--- config.mk ---
export PLATFORM = sky130hd
export DESIGN_NAME = gate_tt_sequencer
export DESIGN_NICKNAME = d
export VERILOG_FILES = /design/src/rtl/gate_seq_pkg.sv /design/src/rtl/gate_seq_hold_timer.sv /design/src/rtl/gate_tt_sequencer.sv
export SDC_FILE = /design/constraint.sdc
export NUM_CORES = 1
export LEC_CHECK = 0
export CAP_MARGIN = 10
export CORE_MARGIN = 10
export CORE_UTILIZATION = 49
export DETAILED_ROUTE_END_ITERATION = 16
export HOLD_SLACK_MARGIN = 0.15
export PLACE_DENSITY = 0.78
export RECOVER_POWER = 50
export SLEW_MARGIN = 20
export SYNTH_ARGS = -nofsm -noshare
export SYNTH_HDL_FRONTEND = slang
export SYNTH_HIERARCHICAL = 1
export SYNTH_SLANG_ARGS = --single-unit
export TNS_END_PERCENT = 20
--- constraint.sdc ---
create_clock -name clk -period 2.25 [get_ports clk]
set_clock_uncertainty 0.1 [all_clocks]
set_input_delay 0.45 -clock clk [delete_from_list [all_inputs] [get_ports clk]]
set_output_delay 0.45 -clock clk [all_outputs]
set_load 0.05 [all_outputs]
--- src/rtl/gate_seq_pkg.sv ---
// Shared types and constants for the gate truth-table sequencer.
//   state_t      : sequencer FSM states
//   TT_*         : expected-Y vectors for common 2-input gates (bit i = Y for stim==i)
//   num_vectors  : number of input combinations for a given input count
package gate_seq_pkg;

    typedef enum logic [1:0] {
        IDLE = 2'd0,
        RUN  = 2'd1,
        DONE = 2'd2
    } state_t;

    localparam logic [3:0] TT_AND2 = 4'b1000;
    localparam logic [3:0] TT_OR2  = 4'b1110;
    localparam logic [3:0] TT_XOR2 = 4'b0110;

    function automatic int unsigned num_vectors(input int unsigned n_in);
        return 32'd1 << n_in;
    endfunction

endpackage

--- src/rtl/gate_seq_hold_timer.sv ---
// Hold-window counter: counts cycles within one vector window and wraps.
//   clk, rst : clock, synchronous active-high reset
//   clr      : force count to 0 (takes priority over en)
//   en       : advance count; wraps to 0 after HOLD_CYCLES-1
//   last     : count is on the final cycle of the window
module gate_seq_hold_timer #(
    parameter int unsigned HOLD_CYCLES = 7
) (
    input  logic clk,
    input  logic rst,
    input  logic clr,
    input  logic en,
    output logic last
);

    localparam int unsigned CW = (HOLD_CYCLES > 1) ? $clog2(HOLD_CYCLES) : 1;

    logic [CW-1:0] count;

    assign last = (count == CW'(HOLD_CYCLES - 1));

    // Counter with wrap at window end
    always_ff @(posedge clk) begin
        if (rst) begin
            count <= '0;
        end else if (clr) begin
            count <= '0;
        end else if (en) begin
            count <= last ? '0 : count + CW'(1);
        end
    end

endmodule

--- src/rtl/gate_tt_sequencer.sv ---
// Truth-table sequencer: walks stim through every input combination, holds
// each for HOLD_CYCLES, samples y_in on the last cycle of each window and
// compares it against EXPECT[stim].
//   clk, rst        : clock, synchronous active-high reset
//   start, abort    : begin a run from IDLE / end a run early (no done)
//   stim            : gate input vector (also the current vector index)
//   y_in            : gate output under test
//   busy, done      : run in progress / one-cycle completion pulse
//   pass            : last completed run had no mismatches
//   err_count       : mismatches in the current or last run
//   first_fail_idx  : index of the first mismatch, valid when fail_valid
module gate_tt_sequencer
    import gate_seq_pkg::*;
#(
    parameter int unsigned                      N_IN        = 2,
    parameter int unsigned                      HOLD_CYCLES = 7,
    parameter logic [num_vectors(N_IN)-1:0]     EXPECT      = TT_AND2
) (
    input  logic            clk,
    input  logic            rst,
    input  logic            start,
    input  logic            abort,
    output logic [N_IN-1:0] stim,
    input  logic            y_in,
    output logic            busy,
    output logic            done,
    output logic            pass,
    output logic [N_IN:0]   err_count,
    output logic [N_IN-1:0] first_fail_idx,
    output logic            fail_valid
);

    localparam int unsigned NV = num_vectors(N_IN);
    localparam int unsigned EW = N_IN + 1;

    state_t          state_q, state_n;
    logic [N_IN-1:0] stim_n;
    logic            busy_n, done_n, pass_n, fv_n;
    logic [N_IN:0]   err_n;
    logic [N_IN-1:0] ffi_n;
    logic            hc_clr, hc_en, hc_last;

    gate_seq_hold_timer #(
        .HOLD_CYCLES (HOLD_CYCLES)
    ) u_hold (
        .clk  (clk),
        .rst  (rst),
        .clr  (hc_clr),
        .en   (hc_en),
        .last (hc_last)
    );

    // State and registered outputs
    always_ff @(posedge clk) begin
        if (rst) begin
            state_q        <= IDLE;
            stim           <= '0;
            busy           <= 1'b0;
            done           <= 1'b0;
            pass           <= 1'b0;
            err_count      <= '0;
            first_fail_idx <= '0;
            fail_valid     <= 1'b0;
        end else begin
            state_q        <= state_n;
            stim           <= stim_n;
            busy           <= busy_n;
            done           <= done_n;
            pass           <= pass_n;
            err_count      <= err_n;
            first_fail_idx <= ffi_n;
            fail_valid     <= fv_n;
        end
    end

    // Next state and next output values; stim doubles as the vector index
    always_comb begin
        state_n = state_q;
        stim_n  = stim;
        busy_n  = busy;
        done_n  = 1'b0;
        pass_n  = pass;
        err_n   = err_count;
        ffi_n   = first_fail_idx;
        fv_n    = fail_valid;
        hc_clr  = 1'b0;
        hc_en   = 1'b0;

        case (state_q)
            IDLE: begin
                if (start) begin
                    state_n = RUN;
                    stim_n  = '0;
                    busy_n  = 1'b1;
                    pass_n  = 1'b0;
                    err_n   = '0;
                    ffi_n   = '0;
                    fv_n    = 1'b0;
                    hc_clr  = 1'b1;
                end
            end
            RUN: begin
                if (abort) begin
                    state_n = IDLE;
                    stim_n  = '0;
                    busy_n  = 1'b0;
                    hc_clr  = 1'b1;
                end else begin
                    hc_en = 1'b1;
                    if (hc_last) begin
                        if (y_in != EXPECT[stim]) begin
                            err_n = err_count + EW'(1);
                            if (!fail_valid) begin
                                ffi_n = stim;
                                fv_n  = 1'b1;
                            end
                        end
                        if (stim == N_IN'(NV - 1)) begin
                            // pass uses err_n so the final sample is included
                            state_n = DONE;
                            stim_n  = '0;
                            busy_n  = 1'b0;
                            done_n  = 1'b1;
                            pass_n  = (err_n == '0);
                            hc_clr  = 1'b1;
                        end else begin
                            stim_n = stim + N_IN'(1);
                        end
                    end
                end
            end
            DONE: begin
                state_n = IDLE;
            end
            default: begin
                state_n = IDLE;
            end
        endcase
    end

endmodule

# Word level (Yosys, flattened, before mapping)
# Cells that the tools add are included.
[totals] register_bits=16 latch_bits=0 mem_bits_rw=0 mem_bits_ro=0 out_inout_bits=11 elab_cells=85 memories=0
[classes] add_sub_neg=3 n_mul=0 div_mod_pow=0 magnitude_cmp=1 eq_ne=12 shifts=0 muxes=47 n_bitwise=1 reduce_logical=12
[ops] cell="$mux 2" count=12
[ops] cell="$mux 3" count=8
[ops] cell="$mux 1" count=18
[ops] cell="$pmux 2 s2" count=3
[ops] cell="$ne 2x2->1 const B" count=5
[ops] cell="$reduce_and 5->1" count=2
[ops] cell="$pmux 1 s2" count=4
[ops] cell="$reduce_and 4->1" count=2
[ops] cell="$add 3x1->3 const B" count=2
[ops] cell="$pmux 3 s2" count=1
[ops] cell="$reduce_and 3->1" count=2
[ops] cell="$reduce_and 6->1" count=1
[ops] cell="$eq 3x3->1 const B" count=1
[ops] cell="$logic_not 3->1" count=1
[ops] cell="$lt 2x3->1 const B" count=1
[ops] cell="$ne 3x2->1 const B" count=1
[ops] cell="$ne 3x3->1 const B" count=1
[ops] cell="$reduce_or 3->1" count=1
[ops] cell="$add 2x1->2 const B" count=1
[ops] cell="$bmux 1 s2" count=1
[ops] cell="$eq 2x1->1 const B" count=1
[ops] cell="$eq 2x2->1 const B" count=1
[ops] cell="$logic_not 2->1" count=1
[ops] cell="$ne 2x1->1 const B" count=1
[ops] cell="4 further kinds" count=4

# Depth between registers and ports, before layout
# Gate-level depths: netlist of run 1.
[logic_depth] word_depth=12 depth_mapped=6 ltp_nobuf=5

# Cells and area by module
# The synthesis of run 1 kept the hierarchy.
[modules_own_cells] mod="gate_tt_sequencer" instances=1 cells_each=77 area_each_um2=714.4 seq_area_each_um2=260.2
[modules_own_cells] mod="gate_seq_hold_timer" instances=1 cells_each=16 area_each_um2=136.4 seq_area_each_um2=60.1

# Worst setup path after synthesis of run 1
# No wires, ideal clock.
[synth_path] path_kind="flip-flop to flip-flop" start="reg stim[0]" end="reg first_fail_idx[0]" setup_ns=0.127 t_arrival_ns=1.703 t_required_ns=2.023 setup_slack_ns=0.320 path_stages_with_launch=6 synth_period_minus_slack_ns=1.930 cell_sequence="dfxtp_1 ha_1 buf_4 xor2_4 a211oi_1 or3_1"
[synth_via] elab_chain_len=5 elab_cells_between_ends=10 cone_classes="2 x eq/ne; 7 x mux; 1 x reduce/logical"
[synth_lines] item="start: declaration" line="gate_tt_sequencer.sv:23" text="output logic [N_IN-1:0] stim,"
[synth_lines] item="start signal: assignment" line="gate_tt_sequencer.sv:66" text="stim <= stim_n;"
[synth_lines] item="$bmux 1 s2 or $mux 2 (tied branches)" line="gate_tt_sequencer.sv:111, gate_tt_sequencer.sv:113"
[synth_lines] item="$mux 1 (not written as such) or $mux 2 (tied branches)" line="gate_tt_sequencer.sv:111" text="if (y_in != EXPECT[stim]) begin"
[synth_lines] item="$ne 1x1->1 or $mux 2 (tied branches)" line="gate_tt_sequencer.sv:111, gate_tt_sequencer.sv:110"
[synth_lines] item="$ne 2x2->1 (no line) or $mux 2 (tied branches)"
[synth_lines] item="$reduce_and 6->1 (no line) or $pmux 2 s2 (tied branches)"
[synth_lines] item="end signal: assignment" line="gate_tt_sequencer.sv:71" text="first_fail_idx <= ffi_n;"
[synth_lines] item="end: declaration" line="gate_tt_sequencer.sv:29" text="output logic [N_IN-1:0] first_fail_idx,"
# Several ways; a longest one is shown, not always the timed one. The select of a mux whose other input is x is not followed.
# A chain may end at the register's enable or synchronous reset.

# Worst setup path after layout of run 1
[layout_path] start="reg err_count[0]" end="out err_count[0]"
[layout_lines] item="start: declaration" line="gate_tt_sequencer.sv:28" text="output logic [N_IN:0] err_count,"
[layout_lines] item="start signal: assignment" line="gate_tt_sequencer.sv:70" text="err_count <= err_n;"
# No word-level cell between the ends.

==> results.sh, run 1 <==
export IMPL_synthArstFlopShare=0
export IMPL_initial_utilization=0.540
export IMPL_path_class="flop to output port"
export IMPL_crit_reg2reg_capture="err_count[2]"
export IMPL_min_path_type="flop to flop"
export IMPL_hold_depth=2
export IMPL_grt_usage=0.105
export IMPL_fp_row_count=14
export IMPL_cts_tree="yes"
export IMPL_vias_per_cell=5.83
export IMPL_drv_slew=0
export IMPL_antenna_found_initial=0
export IMPL_dr_pass1_iters=4
export IMPL_synth_edf_count=0
export IMPL_r2r_start="u_hold/count[2]"
export IMPL_dp_hpwl_um=1420
export IMPL_critPathMaxStageDelay_ns=0.85
export IMPL_grt_max_degree=14
export IMPL_start_kind="flop"
export IMPL_ir_drop_uv=386
export IMPL_cp_cell_sequence="clkdlybuf4s50_1"
export IMPL_die_w_um=61.7
export IMPL_post_cts_buffers=0
export IMPL_fmax_mhz=467
export IMPL_path_delay_family="buffers and inverters"
export IMPL_p_sw_mw=0.126
export IMPL_core_sq_um=1580
export IMPL_hold_buffers=0
export IMPL_syn_inst=93
export IMPL_cp_num_buf_inv=1
export IMPL_clkTransAtPathRegs_ns=0.09
export IMPL_ios=16
export IMPL_clkSinkCount=16
export IMPL_powerDensity_nw_per_um2=515
export IMPL_synth_area_leaders="dfxtp_1, nor2_1, a21oi_1, nand2b_1, xor2_4"
export IMPL_yosysMostFrequentCell="dfxtp_1"
export IMPL_setup_violations_final=0
export IMPL_root_buffer="clkbuf_4"
export IMPL_synthTopCellsByCount="dfxtp_1, nor2_1, a21oi_1, nand2b_1, nand2_1"
export IMPL_fin_ws_ns=0.106
export IMPL_fin_cells=124
export IMPL_cts_buffer_depth=2
export IMPL_synth_seq_cells=16
export IMPL_grt_pass1_vias=665
export IMPL_antenna_left=0
export IMPL_syn_num_nets=100
export IMPL_die_area_sq_um=3800
export IMPL_comb_power_share=0.098
export IMPL_maxCapViolCount=0
export IMPL_fill_cells=145
export IMPL_worstPathArrival_ns=1.59
export IMPL_crit_fanout=7
export IMPL_grt_overflow=0
export IMPL_io_buffers=15
export IMPL_drc_errors=0
export IMPL_outcome="complete, no violations"
export IMPL_num_vias=723
export IMPL_drive_above_1_share=0.102
export IMPL_fin_nets=116
export IMPL_yosysTopAreaCell="dfxtp_1"
export IMPL_grt_setup_unrepaired="false"
export IMPL_finalCritPeriodShare=0.953
export IMPL_worstSetupEndpointType="output port"
export IMPL_synth_cell_area_sq_um=851
export IMPL_relSlewSlack=0.661
export IMPL_grt_first_pass_wirelength_um=3040
export IMPL_fp_dieH_um=61.7
export IMPL_yosysSeqAreaShare=0.376
export IMPL_internal_power_mw=0.405
export IMPL_area_delta_synth_final_pct=21.0
export IMPL_p_sw_frac=0.237
export IMPL_pwr_share_seq=0.546
export IMPL_routed_wl_um=1870
export IMPL_cts_repair_resize_count=0
export IMPL_drtIter0Drc=13
export IMPL_slowest_stage="clkdlybuf4s50_1"
export IMPL_required_ns=1.70
export IMPL_dp_cells=120
export IMPL_min_from="pass"
export IMPL_gp_congestion=0.774
export IMPL_final_core_util=0.653
export IMPL_yosysWarnings=6
export IMPL_leakagePower_nw=0.372
export IMPL_fin_setup_tns_ns=0
export IMPL_multiInputGateArea_sq_um=484
export IMPL_hold_viol=0
export IMPL_reg2reg_depth=5
export IMPL_worstMarginPinSlew_ns=0.507
export IMPL_syn_avg_cell_area_sq_um=9.15
export IMPL_diodes=0
export IMPL_pre_cts_slack_ns=0.160
export IMPL_r2r_setup_slack_ns=0.41
export IMPL_whs_endpoint="pass"
export IMPL_insertion_delay_ns=0.28
export IMPL_period_minus_slack_ns=2.14
export IMPL_wl_per_cell_um=15.0
export IMPL_synth_distinct_cells=38
export IMPL_clkPwrFrac=0.356
export IMPL_regArea_sq_um=320
export IMPL_cts_buffers=3
export IMPL_synthFlopType="dfxtp_1"
export IMPL_cts_max_level=1
export IMPL_yosysTopAreaCellShare=0.376
[flip-flops by register name, summed over array words and instances, names as in the netlist]
signal          flops
err_count           3
u_hold/count        3
first_fail_idx      2
state_q             2
stim                2
busy                1
done                1
fail_valid          1
pass                1
[cells in the final DEF, fill, tap and decap left out, drive strengths merged]
cell / n
xor2: 1
or3: 2
and4b: 1
nand4b: 2
mux2: 1
dlygate4sd3: 2
a221oi: 1
nand2b: 6
nor3: 4
nand2: 5
a211o: 1
a2111oi: 1
inv: 3
and4: 2
nand3: 1
a211oi: 4
nand3b: 1
and4bb: 1
buf: 1
nor4b: 1
or3b: 1
mux2i: 2
a22oi: 1
dfxtp: 16
o211ai: 2
nor4: 1
o21ai: 2
xnor2: 1
clkbuf: 4
ha: 2
clkdlybuf4s50: 13
nor3b: 2
a21oi: 8
nor2: 11
o211a: 1
[cell type report]
type | instances | area share
Multi-Input combinational cell | 69 | 0.470
Sequential cell | 16 | 0.311
Timing Repair Buffer | 16 | 0.153
Clock buffer | 4 | 0.0352
Tap cell | 16 | 0.0194
Inverter | 3 | 0.0109
[routing by layer]
metal	track usage	vias to the layer above	share of wire
met5	0	-	0
met4	0.0510	0	0.0054
met3	0.0350	2	0.048
met2	0.149	14	0.45
met1	0.137	335	0.49
li1	-	372	-
[kinds of logic (layout without fill, tap and decap cells)]
family | after synthesis | count (layout) | share of synthesized area
buffers and inverters | 8 | 23 | 0.0500
flip-flops | 16 | 16 | 0.376
XOR/XNOR | 2 | 2 | 0.0427
AO/OA/AOI/OAI | 21 | 21 | 0.171
adder cells (fa/ha/maj) | 2 | 2 | 0.0294
AND/OR/NAND/NOR | 41 | 41 | 0.290
multiplexers | 3 | 3 | 0.0412
[worst reg2reg max path: stages (launching register included)]
cell	delay, ns
dfxtp_1	0.38
nand2_1	0.08
nor2_1	0.19
and4bb_1	0.50
nand3_1	0.16
mux2_1	0.33
[stage by stage]
step | hold WS, ns | power [mW] | area (sq um)
after floorplan | 0.386 | 0.328 | 851
after global placement | 0.374 | 0.348 | 997
after detailed placement | 0.376 | 0.349 | 997
after CTS | 0.401 | 0.538 | 1030
after global routing | 0.436 | 0.556 | 1030
final | 0.401 | 0.531 | 1030
[power by group through the flow]
stage | Sequential (mW) | Combinational [mW] | Clock, mW
CTS | 0.290 | 0.0524 | 0.196
global route | 0.291 | 0.0564 | 0.209
finish | 0.290 | 0.0518 | 0.189
floorplan | 0.301 | 0.0270 | 0
detailed placement | 0.296 | 0.0522 | 0
global placement | 0.296 | 0.0515 | 0
[worst max path at each step]
stage / from / end / slack, ns / cells after the start
finish: err_count[0] / err_count[0] / 0.11 / 1
global route: err_count[0] / err_count[0] / 0.05 / 1
CTS: err_count[0] / err_count[0] / 0.09 / 1
detailed placement: abort / first_fail_idx[0] / 0.16 / 4
global placement: abort / first_fail_idx[1] / 0.18 / 4
floorplan: stim[0] / first_fail_idx[0] / 0.32 / 5
Power figures use the tool's default switching activity.
==> run 2: changes to the inputs <==
--- a/config.mk
+++ b/config.mk
@@ -9,6 +9,7 @@
 export CORE_MARGIN = 10
 export CORE_UTILIZATION = 49
 export DETAILED_ROUTE_END_ITERATION = 16
+export GPL_TIMING_DRIVEN = 0
 export HOLD_SLACK_MARGIN = 0.15
 export PLACE_DENSITY = 0.78
 export RECOVER_POWER = 50
==> results.sh, run 2 (same netlist as run 1, synthesis figures left out) <==
export IMPL_worstPathArrival_ns=1.60
export IMPL_diodes=0
export IMPL_ios=16
export IMPL_grt_overflow=0
export IMPL_initial_utilization=0.540
export IMPL_hold_viol=0
export IMPL_p_sw_frac=0.231
export IMPL_fmax_mhz=464
export IMPL_maxCapViolCount=0
export IMPL_cts_repair_resize_count=0
export IMPL_fp_row_count=14
export IMPL_worstMarginPinSlew_ns=0.499
export IMPL_critPathMaxStageDelay_ns=0.86
export IMPL_insertion_delay_ns=0.28
export IMPL_path_class="flop to output port"
export IMPL_dp_hpwl_um=1420
export IMPL_grt_setup_unrepaired="false"
export IMPL_startpoint="err_count[0]"
export IMPL_drive_above_1_share=0.125
export IMPL_relSlewSlack=0.666
export IMPL_num_vias=724
export IMPL_dr_pass1_iters=4
export IMPL_antenna_left=0
export IMPL_fin_nets=120
export IMPL_p_sw_mw=0.122
export IMPL_die_w_um=61.7
export IMPL_cts_tree="yes"
export IMPL_io_buffers=15
export IMPL_grt_first_pass_wirelength_um=3080
export IMPL_cts_buffers=3
export IMPL_final_cell_mix="dfxtp_1, clkdlybuf4s50_1, nor2_1"
export IMPL_cts_max_level=1
export IMPL_grt_max_degree=11
export IMPL_clkSinkCount=16
export IMPL_largestRegisters="err_count (3), u_hold/count (3)"
export IMPL_fin_setup_tns_ns=0
export IMPL_drc_errors=0
export IMPL_layout_commonest_cell="dfxtp_1"
export IMPL_required_ns=1.70
export IMPL_die_area_sq_um=3800
export IMPL_powerDensity_nw_per_um2=505
export IMPL_cp_cell_sequence="clkdlybuf4s50_1"
export IMPL_comb_power_share=0.099
export IMPL_cp_num_buf_inv=1
export IMPL_antenna_found_initial=0
export IMPL_ir_drop_uv=434
export IMPL_slowest_stage="clkdlybuf4s50_1"
export IMPL_r2r_start="stim[0]"
export IMPL_start_kind="flop"
export IMPL_core_sq_um=1580
export IMPL_path_delay_family="buffers and inverters"
export IMPL_total_power_mw=0.526
export IMPL_routed_wl_um=1840
export IMPL_fp_dieH_um=61.7
export IMPL_internal_power_mw=0.405
export IMPL_fill_cells=141
export IMPL_worstSetupEndpointType="output port"
export IMPL_vias_per_cell=5.66
export IMPL_wl_per_cell_um=14.4
export IMPL_leakagePower_nw=0.378
export IMPL_area_delta_synth_final_pct=22.5
export IMPL_pwr_share_seq=0.551
export IMPL_finalCritPeriodShare=0.957
export IMPL_root_buffer="clkbuf_4"
export IMPL_grt_usage=0.107
export IMPL_grt_pass1_vias=684
export IMPL_period_minus_slack_ns=2.15
export IMPL_min_from="pass"
export IMPL_crit_fanout=7
export IMPL_hold_buffers=0
export IMPL_clkPwrFrac=0.351
export IMPL_cts_buffer_depth=2
export IMPL_clkTransAtPathRegs_ns=0.09
export IMPL_post_cts_buffers=0
export IMPL_gp_congestion=0.742
export IMPL_outcome="complete, no violations"
export IMPL_setup_violations_final=0
export IMPL_drv_slew=0
export IMPL_drtIter0Drc=18
export IMPL_min_path_type="flop to flop"
[run 2: final timing paths]
kind / endpoint / slack, ns / depth (start not counted)
worst max-delay path: err_count[0] / 0.1 / 1
worst max register to register: first_fail_idx[1] / 0.26 / 5
worst min-delay path: pass / 0.39 / 2
worst min register to register: pass / 0.39 / 2
[run 2: final cells by class]
| class | count | area, sq um | share of cell area |
|---|---|---|---|
| clock buffer | 4 | 36.3 | 0.0348 |
| multi-input combinational | 69 | 477 | 0.457 |
| buffer | 5 | 27.5 | 0.0264 |
| timing repair buffer | 15 | 150 | 0.144 |
| sequential | 16 | 320 | 0.307 |
| tap | 16 | 20.0 | 0.0192 |
| inverter | 3 | 11.3 | 0.0108 |
[run 2: layer usage]
metal / routed length, um / vias up / part of all wire / GRT usage
met5: 0 / - / 0 / 0
met2: 834 / 17 / 0.45 / 0.164
li1: - / 379 / - / -
met1: 842 / 328 / 0.46 / 0.133
met3: 164 / 0 / 0.089 / 0.0638
met4: 0 / 0 / 0 / 0.00318
[run 2: tightest hold or removal path, cell delays in order, from the launching register on]
cell      delay, ns
dfxtp_1        0.32
nand2_1        0.05
a221oi_1       0.07
[run 2: power by group through the flow]
stage / Sequential [mW] / Clock, mW / Combinational [mW]
floorplan: 0.301 / 0 / 0.0270
global placement: 0.296 / 0 / 0.0528
detailed placement: 0.296 / 0 / 0.0538
CTS: 0.290 / 0.191 / 0.0542
global route: 0.290 / 0.204 / 0.0576
finish: 0.290 / 0.185 / 0.0519
[run 2: metrics by stage]
stage	worst slack [ns]	cells	hold WS (ns)	cell area (sq um)	util
floorplan	0.320	93	0.386	851	-
global placement	0.157	124	0.369	1020	0.648
detailed placement	0.161	124	0.380	1020	0.648
CTS	0.0867	128	0.394	1060	0.671
global route	0.0273	128	0.413	1040	0.661
finish	0.0962	128	0.388	1040	0.661
